File: src/rtl/sub_pkg.sv
// Shared definitions for the bit-serial subtractor controller.
// The state encoding is fixed so debug probes and scan dumps read the same values everywhere.
package sub_pkg;

  typedef enum logic [1:0] {
    ST_IDLE  = 2'd0,
    ST_SHIFT = 2'd1,
    ST_DONE  = 2'd2
  } state_t;

endpackage

File: src/rtl/Lab2_full_sub.sv
// One-bit full subtractor cell: computes X - Y - Z.
// D is the difference bit and B is the borrow out of this bit position.
module Lab2_full_sub (
  input  logic X,
  input  logic Y,
  input  logic Z,
  output logic B,
  output logic D
);

  assign D = X ^ Y ^ Z;
  assign B = (~X & (Y | Z)) | (Y & Z);

endmodule

File: src/rtl/serial_sub_ctrl.sv
// Bit-serial WIDTH-bit subtractor: one full-subtractor cell, LSB first, one bit per cycle,
// with a start/done handshake. Result diff = (a - b) mod 2^WIDTH, borrow_out = (a < b).
//
// state    | meaning
// ST_IDLE  | waiting for start; diff/borrow_out hold the last result
// ST_SHIFT | one operand bit pair per cycle through the cell
// ST_DONE  | done pulse, result valid; returns to idle next edge
module serial_sub_ctrl
  import sub_pkg::*;
#(
  parameter int WIDTH = 8
) (
  input  logic             clk,
  input  logic             rst,
  input  logic             start,
  input  logic [WIDTH-1:0] a,
  input  logic [WIDTH-1:0] b,
  output logic             busy,
  output logic             done,
  output logic [WIDTH-1:0] diff,
  output logic             borrow_out
);

  localparam int CNT_W = $clog2(WIDTH);
  localparam logic [CNT_W-1:0] CNT_LAST = CNT_W'(WIDTH - 1);

  state_t           state;
  logic [WIDTH-1:0] sa;
  logic [WIDTH-1:0] sb;
  logic [WIDTH-1:0] res;
  logic             brw;
  logic [CNT_W-1:0] cnt;
  logic             cell_b;
  logic             cell_d;

  Lab2_full_sub u_cell (
    .X (sa[0]),
    .Y (sb[0]),
    .Z (brw),
    .B (cell_b),
    .D (cell_d)
  );

  always_ff @(posedge clk) begin
    if (rst) begin
      state      <= ST_IDLE;
      sa         <= '0;
      sb         <= '0;
      res        <= '0;
      brw        <= 1'b0;
      cnt        <= '0;
      busy       <= 1'b0;
      done       <= 1'b0;
      diff       <= '0;
      borrow_out <= 1'b0;
    end else begin
      case (state)
        ST_IDLE: begin
          if (start) begin
            sa    <= a;
            sb    <= b;
            brw   <= 1'b0;
            cnt   <= '0;
            busy  <= 1'b1;
            state <= ST_SHIFT;
          end
        end
        ST_SHIFT: begin
          brw <= cell_b;
          sa  <= {1'b0, sa[WIDTH-1:1]};
          sb  <= {1'b0, sb[WIDTH-1:1]};
          res <= {cell_d, res[WIDTH-1:1]};
          // Last bit: publish the result straight from the cell rather than waiting a cycle for res.
          if (cnt == CNT_LAST) begin
            diff       <= {cell_d, res[WIDTH-1:1]};
            borrow_out <= cell_b;
            done       <= 1'b1;
            state      <= ST_DONE;
          end else begin
            cnt <= cnt + 1'b1;
          end
        end
        ST_DONE: begin
          done  <= 1'b0;
          busy  <= 1'b0;
          state <= ST_IDLE;
        end
        default: begin
          done  <= 1'b0;
          busy  <= 1'b0;
          state <= ST_IDLE;
        end
      endcase
    end
  end

endmodule

File: config.mk
export PLATFORM = sky130hd
export DESIGN_NAME = serial_sub_ctrl
export DESIGN_NICKNAME = d
export VERILOG_FILES = /design/src/rtl/sub_pkg.sv /design/src/rtl/Lab2_full_sub.sv /design/src/rtl/serial_sub_ctrl.sv
export SDC_FILE = /design/constraint.sdc
export NUM_CORES = 1
export LEC_CHECK = 0
export ABC_AREA = 1
export CAP_MARGIN = 20
export CORE_ASPECT_RATIO = 2
export CORE_MARGIN = 3
export CORE_UTILIZATION = 24
export CTS_CLUSTER_SIZE = 14
export DETAILED_ROUTE_END_ITERATION = 6
export GPL_TIMING_DRIVEN = 0
export HOLD_SLACK_MARGIN = 0.06
export REMOVE_ABC_BUFFERS = 1
export SYNTH_ARGS = -nofsm -noshare
export SYNTH_HDL_FRONTEND = slang
export SYNTH_HIERARCHICAL = 1
export SYNTH_SLANG_ARGS = --single-unit
export TNS_END_PERCENT = 20
File: constraint.sdc
create_clock -name clk -period 3.2 [get_ports clk]
set_clock_uncertainty 0.1 [all_clocks]
set_input_delay 0.48 -clock clk [delete_from_list [all_inputs] [get_ports clk]]
set_output_delay 0.48 -clock clk [all_outputs]
set_load 0.01 [all_outputs]
==> metrics.csv, run 1 <==
metric,value,unit
run_status,"complete, no violations",
yosysMostFrequentCell,nand2_1,
hold_viol_final,0,
numPortBuffers,29,
rsz0062_at_grt,no,
drt_wl_total,3810,um
drive_above_1_share,0.0412,
first_pass_iters,4,
initial_core_util,0.252,
synth_ff_type,dfxtp_1,
grtUsageTotal,0.0990,
holdWs,0.361,ns
p_leak,0.990,nW
cts_hold_buffers,0,
worstHoldPathCells,2,
r2r-start,state[1]$_SDFFE_PP0P_,
fmax,433,MHz
grt_pass1_wl,6300,um
final_cell_area,0.00222,mm2
ios,30,
cts_tree,built,
cts_resized,0,
yosysSeqAreaShare,0.470,
synth_area_leader_cell,dfxtp_1,
crit_path_start_kind,input port,
synth.distinct_cells,17,
gp_congestion,0.756,
die_x,65.6,um
vdd_drop_max,336,uV
synth_seq_cells,40,
reg2reg_to,sb[1]$_SDFFE_PP0P_,
n_antenna_cell,0,
cts_made_buffers,5,
synth_common_cells,"48 x nand2_1, 41 x nand3_1, 41 x nor2_1",
cts.sinks,40,
syn-cell-area,0.00171,mm2
hold_end,diff[3]$_SDFFE_PP0P_,
place.detailed.hpwl,2670,um
via_per_inst,4.29,
ys.warnings.count,6,
total_power,0.00125,W
tns,0,ns
timing.final.crit_share,0.721,
path_class,input port to register,
core,0.00678,mm2
grt_pass1_vias,1366,
finalWorstSetupSlack,0.893,ns
worst-endpoint-arrival,2.43,ns
fill_cells,716,
syn2layout_area_growth,30.2,%
cts_setup_buffers,0,
antenna_found_initial,0,
synth_area_leaders,"dfxtp_1 47%, nand3_1 12%, nand2_1 11%, nor2_1 9.0%, inv_1 6.8%",
syn_inst,241,
slew_headroom,0.365,
clockBufferDepth,2,
grt_overflow_total,0,
power_density,564,mW/mm2
crit_path_end_kind,register,
period_minus_slack,2.31,ns
r2r_cells,5,
htree_num_levels,2,
fp-row-count,42,
die_height,125,um
wire_per_inst,10.7,um
via_count,1524,
cp.required,3.32,ns
critPathMaxFanout,29,
hold_class,register to register,
syn_avg_cell_area,7.08,um2
worstMarginPinSlew,0.950,ns
synth_edf_count,0,
ys_async_sr_fraction,0,
grt_max_degree,30,
clkTransAtPathRegs,0.06,ns
worstHoldStart,res[4]$_SDFFE_PP0N_,
die_area,0.00821,mm2
synth_top_area_frac,0.470,
insertion_delay,0.28,ns
critPathLaunch,rst,
ant_nets,0,
r2r_slack,1.46,ns
fin_nets,288,
clockRootBuffer,clkbuf_16,
placed_area,0.00204,mm2
slew_viol_final,0,
setup-violations-final,0,
cap_violations,0,
drtIter0Drc,72,
drc,0,
preCtsSetupSlack,0.553,ns
[worst max-delay path, cell delays in order]
cell	delay [ns]
clkdlybuf4s50_1	0.63
inv_1	0.73
nand2_1	0.25
inv_1	0.18
nand2_1	0.08
nand2_1	0.06
[report_power, final]
part | switching, W | leakage, nW | internal [W]
Combinational | 0.0000669 | 0.573 | 0.0000494
Clock | 0.000190 | 0.0901 | 0.000410
Sequential | 0.0000132 | 0.327 | 0.000522
Total | 0.000270 | 0.990 | 0.000982
[per-layer routing]
metal,part of all wire,global-route usage
met1,0.42,0.109
met2,0.51,0.173
met3,0.051,0.0242
met4,0.021,0.0477
met5,0,0
[area by class of cell]
type                            count  area, um2  area share
Multi-Input combinational cell    158        717       0.323
Clock buffer                        7        153      0.0687
Timing Repair Buffer               29        290       0.131
Tap cell                           88        110      0.0496
Inverter                           32        120      0.0541
Sequential cell                    40        801       0.361
Clock inverter                      1       30.0      0.0135
[cell usage in the layout (no fill, tap or decap)]
cell type / count
nand2_1: 48
nor2_1: 41
nand3_1: 41
dfxtp_1: 40
inv_1: 31
clkdlybuf4s50_1: 29
o21ai_0: 14
a21oi_1: 9
clkbuf_16: 5
ha_1: 2
clkbuf_8: 2
inv_2: 1
nand2_2: 1
nor2_4: 1
bufinv_16: 1
fa_1: 1
[per-stage QoR]
stage,std cells,utilization
floorplan,230,-
global placement,347,0.301
detailed placement,347,0.301
CTS,355,0.328
global route,355,0.328
finish,355,0.328
[cell families after synthesis]
family          after synthesis  synth area share
compound gates               23            0.0675
flops                        40             0.470
buf+inv                      43             0.110
simple gates                132             0.326
fa+ha+maj                     3            0.0264
[registers in the layout, indices dropped and copies added, names as in the netlist]
| name | flops |
|---|---|
| borrow_out | 1 |
| res | 7 |
| cnt | 3 |
| sb | 8 |
| done | 1 |
| busy | 1 |
| state | 2 |
| diff | 8 |
| brw | 1 |
| sa | 8 |
[how the worst max path moves through the flow]
stage	endpoint	cells past startpoint	slack [ns]
2_1_floorplan	borrow_out$_SDFFE_PP0P_	5	1.80
3_3_place_gp	borrow_out$_SDFFE_PP0P_	6	0.55
3_5_place_dp	diff[7]$_SDFFE_PP0P_	6	0.55
4_1_cts	diff[7]$_SDFFE_PP0P_	6	0.86
5_1_grt	sa[0]$_SDFFE_PP0P_	6	0.62
6_report	diff[7]$_SDFFE_PP0P_	6	0.89
Power figures use the tool's default switching activity.
==> inputs of run 2 (changes only) <==
==> constraint.sdc (replaced) <==
create_clock -name clk -period 2.4 [get_ports clk]
set_clock_uncertainty 0.1 [all_clocks]
set_input_delay 0.36 -clock clk [delete_from_list [all_inputs] [get_ports clk]]
set_output_delay 0.36 -clock clk [all_outputs]
set_load 0.01 [all_outputs]
==> metrics.csv, run 2 (synthesis gave the netlist of run 1 again) <==
metric,value,unit
cap_violations,0,
cp_top_family,buffers and inverters,
slew_viol_final,0,
reg_top3,"diff: 8 flops, sa: 8 flops, sb: 8 flops",
drc,0,
final_cell_mix,"48 x nand2_1, 41 x nor2_1, 41 x nand3_1, 40 x dfxtp_1, 31 x inv_1",
ios,30,
worstMarginPinSlew,0.955,ns
hold_viol_final,0,
initial_core_util,0.252,
timing.final.crit_share,0.907,
period_minus_slack,2.18,ns
place.detailed.hpwl,2670,um
slowest_delay,0.73,ns
cts_tree,built,
drtIter0Drc,72,
htree_num_levels,2,
antenna_found_initial,0,
clkTransAtPathRegs,0.06,ns
rsz0062_at_grt,yes,
cts_hold_buffers,0,
die_x,65.6,um
gp_congestion,0.756,
final_util,0.328,
worst-endpoint-arrival,2.30,ns
vdd_drop_max,448,uV
critPathBufInv,3,
via_per_inst,4.30,
critical_path.slowest_cell,inv_1,
power_density,751,mW/mm2
core,0.00678,mm2
layout_commonest_cell,nand2_1,
path_class,input port to register,
critPathMaxFanout,29,
clockBufferDepth,2,
grt_max_degree,30,
crit_path_start_kind,input port,
path_cells,"clkdlybuf4s50_1, inv_1, nand2_1, inv_1, nand2_1, nand2_1",
crit_path_end_kind,register,
grtUsageTotal,0.0990,
grt_pass1_wl,6300,um
cts.sinks,40,
numPortBuffers,29,
grt_pass1_vias,1366,
die_height,125,um
fin_nets,288,
fp-row-count,42,
drt_wl_total,3810,um
setup-violations-final,0,
crit_path_frequent_cell,nand2_1,
hold_class,register to register,
fmax,459,MHz
cts_made_buffers,5,
drive_above_1_share,0.0412,
cp.required,2.52,ns
p_leak,0.999,nW
clockRootBuffer,clkbuf_16,
grt_overflow_total,0,
die_area,0.00821,mm2
slew_headroom,0.361,
first_pass_iters,4,
via_count,1528,
ant_nets,0,
holdWs,0.361,ns
run_status,"complete, no violations",
syn2layout_area_growth,30.4,%
n_antenna_cell,0,
wire_per_inst,10.7,um
insertion_delay,0.28,ns
==> run 2: cell count changes in the layout (fill, tap and decap cells not counted), sizes merged <==
| cell | delta |
|---|---|
| clkdlybuf4s50 | -1 |
| dlymetal6s2s | +1 |
==> run 2: layout make-up <==
type	instances	area (um2)
clock buffer	7	153
fill	716	4560
inverter	32	120
tap	88	110
clock inverter	1	30.0
multi-input combinational	158	717
sequential	40	801
timing repair buffer	29	293
==> run 2: worst paths after layout <==
kind,cells after the start,slack [ns],endpoint,from
setup / recovery,6,0.22,diff[7]$_SDFFE_PP0P_,rst
hold / removal,2,0.36,diff[3]$_SDFFE_PP0P_,res[4]$_SDFFE_PP0N_
setup reg to reg,5,0.65,sb[1]$_SDFFE_PP0P_,state[1]$_SDFFE_PP0P_
hold reg to reg,2,0.36,diff[3]$_SDFFE_PP0P_,res[4]$_SDFFE_PP0N_
==> run 2: worst register-to-register path, delay by kind of cell (launching register included) <==
family	cells	cell delay [ns]
flops	1	0.36
simple gates	4	1.16
buf+inv	1	0.08
==> run 2: power by group <==
group	switching (W)	internal [W]	leakage (nW)
Combinational	0.0000893	0.0000657	0.582
Sequential	0.0000176	0.000696	0.327
Clock	0.000253	0.000547	0.0901
Total	0.000360	0.00131	0.999
==> run 2: layer usage <==
layer	global-route usage	part of all wire	routed length [um]	vias up
li1	-	-	-	803
met1	0.109	0.42	1620	679
met2	0.173	0.50	1920	40
met5	0	0	0	-
met3	0.0242	0.050	190	6
met4	0.0477	0.021	80	0
==> run 2: through the flow <==
stage	std cells	instance area [um2]	setup WS (ns)	TNS (ns)	total power [W]
detailed placement	347	2040	-0.127	-0.995	0.000885
global placement	347	2040	-0.127	-0.811	0.000880
floorplan	230	1640	1.06	0	0.000816
CTS	355	2220	0.179	0	0.00169
finish	355	2220	0.223	0	0.00167
global route	355	2220	-0.0600	-0.137	0.00174
==> run 2: what timing repair did <==
item	4_1_cts	5_1_grt
buffers inserted	0	0
endpoints found under the setup margin	0	9
gates resized for setup	0	1
